===== src/rtl/gshare_predictor.sv =====
// Global-history branch direction predictor: saturating counters indexed by PC xor a speculative GHR,
// with a one-cycle registered prediction and checkpoint-based GHR recovery on mispredict.
module gshare_predictor #(
  parameter int INDEX_WIDTH   = 6,
  parameter int HISTORY_WIDTH = 6,
  parameter int COUNTER_WIDTH = 2,
  parameter int USE_GSHARE    = 1
) (
  input  logic                     clk,
  input  logic                     rst,
  input  logic                     rdy,
  input  logic                     query,
  input  logic [31:0]              query_pc,
  output logic                     predict_valid,
  output logic                     predict_result,
  output logic [INDEX_WIDTH-1:0]   predict_index,
  output logic [HISTORY_WIDTH-1:0] predict_history,
  input  logic                     update,
  input  logic [INDEX_WIDTH-1:0]   update_index,
  input  logic                     update_result,
  input  logic                     update_mispredict,
  input  logic [HISTORY_WIDTH-1:0] update_history
);

  localparam int ENTRIES = 1 << INDEX_WIDTH;
  localparam logic [COUNTER_WIDTH-1:0] INIT =
    (COUNTER_WIDTH == 1) ? '0 : COUNTER_WIDTH'((1 << (COUNTER_WIDTH - 1)) - 1);

  logic [COUNTER_WIDTH-1:0] counters [ENTRIES];
  logic [HISTORY_WIDTH-1:0] ghr;

  logic [INDEX_WIDTH-1:0]   pc_bits;
  logic [INDEX_WIDTH-1:0]   query_idx;
  logic [COUNTER_WIDTH-1:0] query_ctr;
  logic                     pred_bit;
  logic                     recover;
  logic                     accept;
  logic                     unused_bits;

  function automatic logic [COUNTER_WIDTH-1:0] sat_step(
    input logic [COUNTER_WIDTH-1:0] c,
    input logic                     up
  );
    if (up) return (&c) ? c : c + COUNTER_WIDTH'(1);
    else    return (|c) ? c - COUNTER_WIDTH'(1) : c;
  endfunction

  // Truncating cast drops the oldest bit; also covers the single-bit history case.
  function automatic logic [HISTORY_WIDTH-1:0] shift_hist(
    input logic [HISTORY_WIDTH-1:0] h,
    input logic                     b
  );
    return HISTORY_WIDTH'({h, b});
  endfunction

  assign pc_bits   = query_pc[INDEX_WIDTH:1];
  assign query_idx = (USE_GSHARE != 0) ? (pc_bits ^ INDEX_WIDTH'(ghr)) : pc_bits;
  assign query_ctr = counters[query_idx];
  assign pred_bit  = query_ctr[COUNTER_WIDTH-1];
  assign recover   = update & update_mispredict;
  assign accept    = query & ~recover;

  assign unused_bits = ^{query_pc[31:INDEX_WIDTH+1], query_pc[0], update_history[HISTORY_WIDTH-1]};

  // Stage boundary: table read at query -> registered prediction outputs
  always_ff @(posedge clk) begin
    if (rst) begin
      for (int i = 0; i < ENTRIES; i++) counters[i] <= INIT;
      ghr             <= '0;
      predict_valid   <= 1'b0;
      predict_result  <= 1'b0;
      predict_index   <= '0;
      predict_history <= '0;
    end else if (rdy) begin
      if (update) counters[update_index] <= sat_step(counters[update_index], update_result);
      if (recover)     ghr <= shift_hist(update_history, update_result);
      else if (accept) ghr <= shift_hist(ghr, pred_bit);
      predict_valid <= accept;
      if (accept) begin
        predict_result  <= pred_bit;
        predict_index   <= query_idx;
        predict_history <= ghr;
      end
    end
  end

endmodule


===== config.mk =====
export PLATFORM = sky130hd
export DESIGN_NAME = gshare_predictor
export DESIGN_NICKNAME = d
export VERILOG_FILES = /design/src/rtl/gshare_predictor.sv
export SDC_FILE = /design/constraint.sdc
export NUM_CORES = 1
export LEC_CHECK = 0
export ABC_AREA = 0
export ABC_CLOCK_PERIOD_IN_PS = 6430
export BUFFER_PORTS_ARGS = -buffer_cell sky130_fd_sc_hd__buf_4
export CAP_MARGIN = 20
export CORE_MARGIN = 4
export CORE_UTILIZATION = 35
export DETAILED_ROUTE_END_ITERATION = 10
export PLACE_DENSITY = 0.61
export SLEW_MARGIN = 20
export SYNTH_ARGS = -nofsm -noshare
export SYNTH_HDL_FRONTEND = slang
export SYNTH_SLANG_ARGS = --single-unit

===== constraint.sdc =====
create_clock -name clk -period 6.43 [get_ports clk]
set_input_delay 0.3215 -clock clk [delete_from_list [all_inputs] [get_ports clk]]
set_output_delay 0.3215 -clock clk [all_outputs]
set_load 0.005 [all_outputs]

==> metrics, run 1 <==
RSZ-0062 raised after global routing false; Reg2Reg Setup Slack ~3000 ps; H-tree levels 4; placed instance count slightly above 1000; hold_buf cts 0; Die ar. 26300 sq um; commonest non-fill, non-tap cell in the layout edfxtp_1; Die Ht 162 um; RR Endpoint counters[40][1]; Mapped Area approximately 8300 sq um; VDD IR-drop max 0.150 mV; Yosys reg bits 148; worst slew pin tran 1200 ps; detailed-route via count 5821; critical path launch point type input pin; vias per cell approximately 5.6; fmax approximately 260 MHz; grt total ovfl 0; I/O Buffers 37; net load switching power about 0.6 mW; Cell Pwr Density about 260 nW/um^2; Worst-path clk slew ~60 ps; die span in x 162 um; R2R cell count 8; routed len/inst between 20 and 25 um; ys async rst share 0; clk_lat worst skew roughly 430 ps; Finished Layout Cells 1048; Critical Path Start update_index[1]; final WL 22400 um; CTS Buffer Depth 2; Clk network pwr share 0.427; CP Class input pin to flip-flop; Cells after Synth about 710; Hold Crit Class input pin to flip-flop; sequential-to-total area share from yosys stat 0.510; Detailed Routing Iterations Pass 1 5; number of synthesized flops with an enable pin between 100 and 150; overall routing resource usage 0.173; n_diodes 0; Net Sw Frac 0.248; clk sinks ~150; global-route wire length before repair 34200 um; TritonCTS Buffers 17; share of cells above drive strength 1 0.257; max layer used met4; final worst-path cycle share 0.596; top-area cell type share of the netlist area 0.462; Final Hold Fails 0; crit path max fanout 37; initial antenna violation count 0; DR WL met3 roughly 1600 um; most frequent cells in the layout edfxtp_1 (128), nand2_1 (78), nor2_1 (61); Setup Buffers After CTS 0; Int Power 1.80 mW; row cnt 56; storage element area 4240 sq um; multi-input logic area around 3700 sq um; Clock Tree Root clkbuf_16; PostCTS Resize Cnt 0; Rel. slew slack 0.197; Comb pwr share 0.124; area grow syn2layout 11.7%; vias in the first global route ~5700; Synthesis Warnings 0; initial core utilization 0.356; Worst Skew about 12 ps; Top FF cell, synth edfxtp_1; Final min period around 3800 ps; top cells by area, synth edfxtp_1 (46%), mux4_2 (6.2%), nor3_2 (5.3%); Crit Reg-Reg Startpoint counters[14][0]; crit path to counters[40][1]; leakage ~3 nW; IO Count 65; initial drt markers 734; Post-DP HPWL between 10000 and 15000 um; setup TNS 0 ps; sequential share of power 0.449; status finished clean; WL met2 10700 um; largest area contributor in the netlist edfxtp_1; Finish-stage setup viols 0; Cell variety after synth 57; core area 23400 sq um; Synth Area per Inst roughly 12 sq um; CP arrival about 4000 ps; WP data required 6580 ps; # nets final 767; post-synth net total around 760; Worst setup EP type flip-flop; max cap viols 0; met1 WL between 9000 and 10000 um; routability cong. between 0.8 and 0.9; Filler Cell Count roughly 2300; DRC Markers 0; CTS tree yes; DRT antenna net count 0; fin. max-slew vios 0; largest net degree at the start of global routing 86
## kinds of logic after synthesis
| family | share of synthesized area |
|---|---|
| xor gates and xnor gates | 0.0111 |
| AOI/OAI and AO/OA | 0.0750 |
| buffers and inverters | 0.0496 |
| adders and majority gates | 0.00271 |
| and+or+nand+nor | 0.223 |
| muxes | 0.129 |
| DFF | 0.510 |
## cell usage after synthesis, drive strengths merged (4+ instances only)
cell type / count
a21o: 30
a21oi: 20
clkbuf: 31
xor2: 4
o21ai: 5
nor2b: 7
dfxtp: 20
buf: 34
mux2i: 33
nand2: 78
nand2b: 18
nor2: 62
or2: 21
and3: 8
edfxtp: 128
nand3: 62
nor3: 53
mux2: 6
mux4: 29
nor4: 4
xnor2: 4
a22oi: 16
nand3b: 4
a211oi: 6
## layout make-up
cell class	instances	area share
flip-flops and latches	148	0.456
multi-input cells	496	0.395
clock buffers	19	0.0466
well taps	319	0.0429
repair buffers	50	0.0404
clock inverters	13	0.0175
inverters	3	0.00121
## sequential cells by signal, indices dropped and copies added, names as in the netlist
name and count:
predict_index 6, counters 128, predict_result 1, ghr 6, predict_valid 1, predict_history 6
## how the worst min path moves through the flow
| stage | startpoint | end | slack, ps | cells after the start |
|---|---|---|---|---|
| after floorplan | predict_history[0] | predict_history[0] | 450 | 2 |
| after global placement | predict_history[4] | predict_history[4] | 440 | 2 |
| after detailed placement | predict_history[0] | predict_history[0] | 450 | 2 |
| after CTS | rdy | predict_valid | 190 | 3 |
| after global routing | rdy | predict_valid | 210 | 3 |
| final | rdy | predict_valid | 210 | 3 |
## power groups by stage
stage,registers (mW),clock network (mW),logic (mW)
2_1_floorplan,1.09,0,0.238
3_3_place_gp,1.10,0,0.294
3_5_place_dp,1.10,0,0.295
4_1_cts,1.08,1.04,0.296
5_1_grt,1.08,1.08,0.318
6_report,1.08,1.02,0.298
## critical path, cell delays in order
cell	delay, ps
buf_4	400
nor2b_1	840
a22oi_1	210
nand3_1	190
nand4_1	160
nor4_4	330
maj3_2	1000
buf_4	420
nor3_2	60
## routing by layer
metal,vias to the layer above,GRT usage
li1,2651,-
met1,2922,0.232
met2,216,0.279
met3,32,0.0406
met4,0,0.0538
met5,-,0
## metrics by stage
stage	hold WS, ps	power [mW]	cell area, sq um	setup WS, ps	utilization
final	210	2.40	9300	2600	0.397
after global routing	206	2.47	9300	2490	0.397
after CTS	188	2.41	9290	2700	0.397
after detailed placement	447	1.39	8700	2250	0.372
after global placement	443	1.39	8700	2250	0.372
after floorplan	453	1.33	8320	4000	-
Power figures use the tool's default switching activity.
==> run 2: changes to the inputs <==
- ABC_AREA: 0 -> 1
- ABC_CLOCK_PERIOD_IN_PS: 6430 -> 3540
- clock period: 6.43 -> 3.54 ns (I/O delays scaled with it)
==> metrics, run 2 <==
status finished clean; Cell variety after synth 36; I/O Buffers 37; dominant cell by count in the synthesized netlist nand2_1; fin. max-slew vios 0; Finish-stage setup viols 0; Mapped Area about 8400 sq um; ys async rst share 0; WP data required approximately 3900 ps; Clk network pwr share 0.379; Rel. slew slack 0.317; Reg2Reg Setup Slack around 1100 ps; DRT antenna net count 0; clk sinks roughly 150; WL met2 11200 um; Comb pwr share 0.162; Crit Reg-Reg Startpoint ghr[0]; Filler Cell Count between 2000 and 2500; top cells by area, synth edfxtp_1 (46%), nand2_1 (9.4%), inv_1 (8.1%); setup TNS 0 ps; Worst Skew around 8.6 ps; met1 WL ~10000 um; H-tree levels 4; sequential-to-total area share from yosys stat 0.505; Cells after Synth roughly 1000; CTS Buffer Depth 2; clk_lat worst skew 430 ps; detailed-route via count 7140; CTS tree yes; RR Endpoint predict_result; initial drt markers just under 800; Synthesis Warnings 0; Clock Tree Root clkbuf_16; overall routing resource usage 0.192; Int Power a little over 3 mW; Critical Path Start ghr[0]; grt total ovfl 0; final worst-path cycle share 0.698; CP dominant cell by count nand3_1; net load switching power ~1.2 mW; Final min period 2470 ps; Die Ht around 160 um; post-synth net total 1074; Biggest register counters; Detailed Routing Iterations Pass 1 7; core area 23500 sq um; Crit path largest cell delay roughly 370 ps; die span in x 163 um; area grow syn2layout 12.5%; Synth Area per Inst 8.21 sq um; CP Class flip-flop to flip-flop; crit-path cells inv_1 -> nand2_1 -> nand2_1 -> buf_4 -> nand2_1 -> nand3_1 -> nand3_1 -> nand3_1 -> nand3_1 -> nand3_1 -> nand3_1 -> o211ai_1 -> inv_1; Net Sw Frac 0.278; # nets final roughly 1100; total power 4.28 mW; leakage 3.53 nW; PostCTS Resize Cnt 0; routability cong. 0.916; n_diodes 0; sequential share of power 0.459; final WL between 20000 and 25000 um; hold path endpoint predict_valid; largest net degree at the start of global routing 78; largest area contributor in the netlist edfxtp_1; number of synthesized flops with an enable pin 128; Top FF cell, synth edfxtp_1; Largest register FFs 128; share of cells above drive strength 1 0.135; global-route wire length before repair 38500 um; VDD IR-drop max roughly 0.28 mV; Setup Buffers After CTS 0; commonest non-fill, non-tap cell in the layout nand2_1; Cell Pwr Density 453 nW/um^2; Worst Min Path Start rdy; max cap viols 0; worst slew pin tran 1020 ps; Die ar. about 27000 sq um; DR WL met3 roughly 2500 um; Final Hold Fails 0; Synth top cells by count nand2_1 (211), inv_1 (181), nand3_1 (133), edfxtp_1 (128), nor2_1 (120); routed len/inst about 18 um; vias per cell between 5 and 6; Yosys reg bits 148; DRC Markers 0; Worst-path clk slew about 60 ps; IO Count 65; TritonCTS Buffers 17; Hold Crit Class input pin to flip-flop; RSZ-0062 raised after global routing false; crit path max fanout 22; CP arrival approximately 2800 ps; utilization of the core after routing 0.401; most frequent cells in the layout nand2_1 (210), inv_1 (181), nand3_1 (133); vias in the first global route 6933; initial antenna violation count 0; Worst setup EP type flip-flop; row cnt between 50 and 60; hold depth 4; critical path launch point type flip-flop; Post-DP HPWL ~16000 um; slowest stage cell, crit path nand2_1; max layer used met4; R2R cell count 13; fmax between 400 and 500 MHz; top-area cell type share of the netlist area 0.458; initial core utilization 0.357
## run 2: cell count changes in the layout (fill, tap and decap cells not counted), sizes merged, moves of 33 or more
cell,delta
nor2,+101
nand3,+84
nand2,+136
nor3,-49
mux2i,-33
inv,+184
## run 2: what timing repair did
| action | in CTS | in global routing |
|---|---|---|
| hold endpoints to repair | 7 | 0 |
| endpoints found under the setup margin | 0 | 0 |
| hold buffers | 1 | 0 |
## run 2: worst max path at each step
stage                            endpoint  slack [ps]  cells after the start
after floorplan           counters[28][0]        1550                     13
after global placement     counters[3][1]         770                     13
after detailed placement   counters[3][1]         710                     13
after CTS                          ghr[0]        1130                     13
after global routing               ghr[0]         920                     12
final                      predict_result        1070                     13
## run 2: power groups by stage
stage | logic, mW | registers [mW] | clock network (mW)
finish | 0.693 | 1.96 | 1.62
global route | 0.747 | 1.97 | 1.70
CTS | 0.687 | 1.96 | 1.63
detailed placement | 0.683 | 2.00 | 0
global placement | 0.683 | 2.00 | 0
floorplan | 0.480 | 1.99 | 0
## run 2: worst max-delay path: cells and delay by family (launching register included)
family          cells  cell delay [ps]
compound gates      1               80
simple gates        9             1350
buf+inv             3              550
flops               1              350
## run 2: cells by family after synthesis
logic type	Yosys count	share of synthesized area
simple gates	541	0.297
buf+inv	234	0.125
flops	148	0.505
compound gates	94	0.0669
xor+xnor	6	0.00626
## run 2: final cells by class
class	count	area [sq um]	share of cell area
clock buffer	22	444	0.0470
clock inverter	9	63.8	0.00676
inverter	189	717	0.0759
multi-input combinational	641	3110	0.329
sequential	148	4240	0.449
tap	319	399	0.0423
timing repair buffer	55	465	0.0493
## run 2: routing by layer
metal	track usage	vias to the layer above
met4	0.0934	0
met1	0.254	3313
met5	0	-
met3	0.0372	80
met2	0.303	363
li1	-	3384
## run 2: stage by stage
| step | hold WS [ps] | cell area, sq um | std cells | worst slack (ps) |
|---|---|---|---|---|
| floorplan | 340 | 8400 | 1023 | 1550 |
| global placement | 425 | 8930 | 1351 | 775 |
| detailed placement | 429 | 8930 | 1351 | 711 |
| CTS | 12.4 | 9440 | 1383 | 1130 |
| global route | 42.5 | 9440 | 1383 | 916 |
| finish | 32.1 | 9440 | 1383 | 1070 |
==> run 3: changes to the inputs <==
- ABC_CLOCK_PERIOD_IN_PS: 3540 -> 2100
- PLACE_DENSITY: 0.61 -> 0.63
- clock period: 3.54 -> 2.1 ns (I/O delays scaled with it)
==> metrics, run 3 (synthesized netlist as in run 2, its figures left out) <==
n_diodes 0; Largest register FFs about 130; Post-DP HPWL ~17000 um; Die ar. 26500 sq um; final WL around 26000 um; Final Hold Fails 0; initial drt markers 890; overall routing resource usage 0.194; RSZ-0062 raised after global routing true; die span in x 163 um; max layer used met4; CTS tree yes; worst slew pin tran 927 ps; CP arrival between 2000 and 2500 ps; met1 WL 10600 um; max cap viols 0; Detailed Routing Iterations Pass 1 5; routed len/inst about 18 um; largest net degree at the start of global routing 78; RR Endpoint counters[14][1]; critical path launch point type flip-flop; # nets final 1148; most frequent cells in the layout nand2_1 (209), inv_1 (179), nand3_1 (132); H-tree levels 4; Crit Reg-Reg Startpoint counters[44][0]; Worst Min Path Start query_pc[6]; Clock Tree Root clkbuf_16; hold depth 3; Reg2Reg Setup Slack roughly 82 ps; fin. max-slew vios 0; core area 23500 sq um; global-route wire length before repair between 30000 and 40000 um; Worst Skew 14.1 ps; area grow syn2layout 20.7%; initial antenna violation count 0; Rel. slew slack 0.382; clk_lat worst skew ~440 ps; fmax ~500 MHz; Hold Crit Class input pin to flip-flop; vias in the first global route 6925; VDD IR-drop max roughly 0.5 mV; I/O Buffers 37; utilization of the core after routing 0.431; WL met2 12100 um; Biggest register counters; CTS Buffer Depth 2; detailed-route via count 7405; share of cells above drive strength 1 0.179; R2R cell count 11; final worst-path cycle share 0.961; TritonCTS Buffers 17; routability cong. roughly 0.9; leakage 3.88 nW; Filler Cell Count around 2300; grt total ovfl 0; hold path endpoint predict_index[5]; DR WL met3 2580 um; row cnt 56; DRT antenna net count 0; Final min period between 2000 and 2500 ps; vias per cell ~5.2; Worst setup EP type flip-flop; IO Count 65; commonest non-fill, non-tap cell in the layout nand2_1; CP Class flip-flop to flip-flop; setup TNS 0 ps; status finished clean; Worst-path clk slew 70 ps; initial core utilization 0.357; clk sinks 148; Die Ht around 160 um; DRC Markers 0; WP data required roughly 2300 ps; Cell Pwr Density about 790 nW/um^2; crit path max fanout 8; Finish-stage setup viols 0
[run 3: cell types whose count changed in the layout (fill, tap and decap cells not counted), moves of 3 or more]
cell,change
clkinv_4,+3
buf_4,+24
clkinv_1,-5
nand2_4,+3
clkinv_2,-3
clkbuf_16,+3
buf_12,+9
inv_8,+3
clkbuf_1,-5
dlygate4sd3_1,+6
nor2_4,+3
inv_6,+3
[run 3: critical path, cell delays in order, from the launching register on]
cell	delay, ps
edfxtp_1	370
nand2_1	70
o21ai_0	70
nor2_1	150
nand3_1	130
nand2_1	110
nand4_1	180
nor2_4	210
nand2_4	100
nand2_8	150
clkbuf_16	190
nor2_2	30
[run 3: how the worst max path moves through the flow]
stage	start	end	slack [ps]	depth (start not counted)
after floorplan	update_index[2]	counters[28][0]	180	13
after global placement	update_index[2]	counters[40][1]	-220	14
after detailed placement	update_index[2]	counters[38][1]	-220	16
after CTS	counters[19][1]	counters[38][1]	100	13
after global routing	counters[9][1]	counters[47][0]	-40	10
final	counters[44][0]	counters[14][1]	80	11
[run 3: per-layer routing]
layer / vias up / global-route usage
li1: 3477 / -
met1: 3456 / 0.257
met2: 403 / 0.313
met3: 69 / 0.0420
met4: 0 / 0.0728
met5: - / 0
[run 3: layout make-up]
cell class                      instances  area [sq um]  share of cell area
Sequential cell                       148          4240               0.419
Clock buffer                           18           439              0.0433
Inverter                              189           717              0.0707
Multi-Input combinational cell        642          3160               0.312
Timing Repair Buffer                   99           983              0.0970
Clock inverter                         14           191              0.0189
Tap cell                              319           399              0.0394
[run 3: where the power goes]
part | internal (mW) | total [mW] | leakage, nW | switching (mW)
logic | 0.508 | 1.42 | 2.26 | 0.908
registers | 3.27 | 3.31 | 1.31 | 0.0443
clock network | 1.94 | 3.25 | 0.303 | 1.31
[run 3: timing repair]
action | in CTS | in global routing
hold buffers | 7 | 0
hold endpoints to repair | 12 | 0
setup buffers | 0 | 0
endpoints found under the setup margin | 0 | 160
gates resized for setup | 0 | 12
[run 3: per-stage QoR]
| stage | instance area, sq um | setup WS, ps | instances | hold slack, ps | power, mW |
|---|---|---|---|---|---|
| 2_1_floorplan | 8400 | 179 | 1023 | 268 | 4.17 |
| 3_3_place_gp | 9290 | -215 | 1384 | 352 | 4.62 |
| 3_5_place_dp | 9290 | -218 | 1384 | 353 | 4.63 |
| 4_1_cts | 9990 | 96.0 | 1423 | 20.8 | 7.87 |
| 5_1_grt | 10100 | -41.3 | 1429 | 60.3 | 8.24 |
| 6_report | 10100 | 82.0 | 1429 | 38.0 | 7.98 |
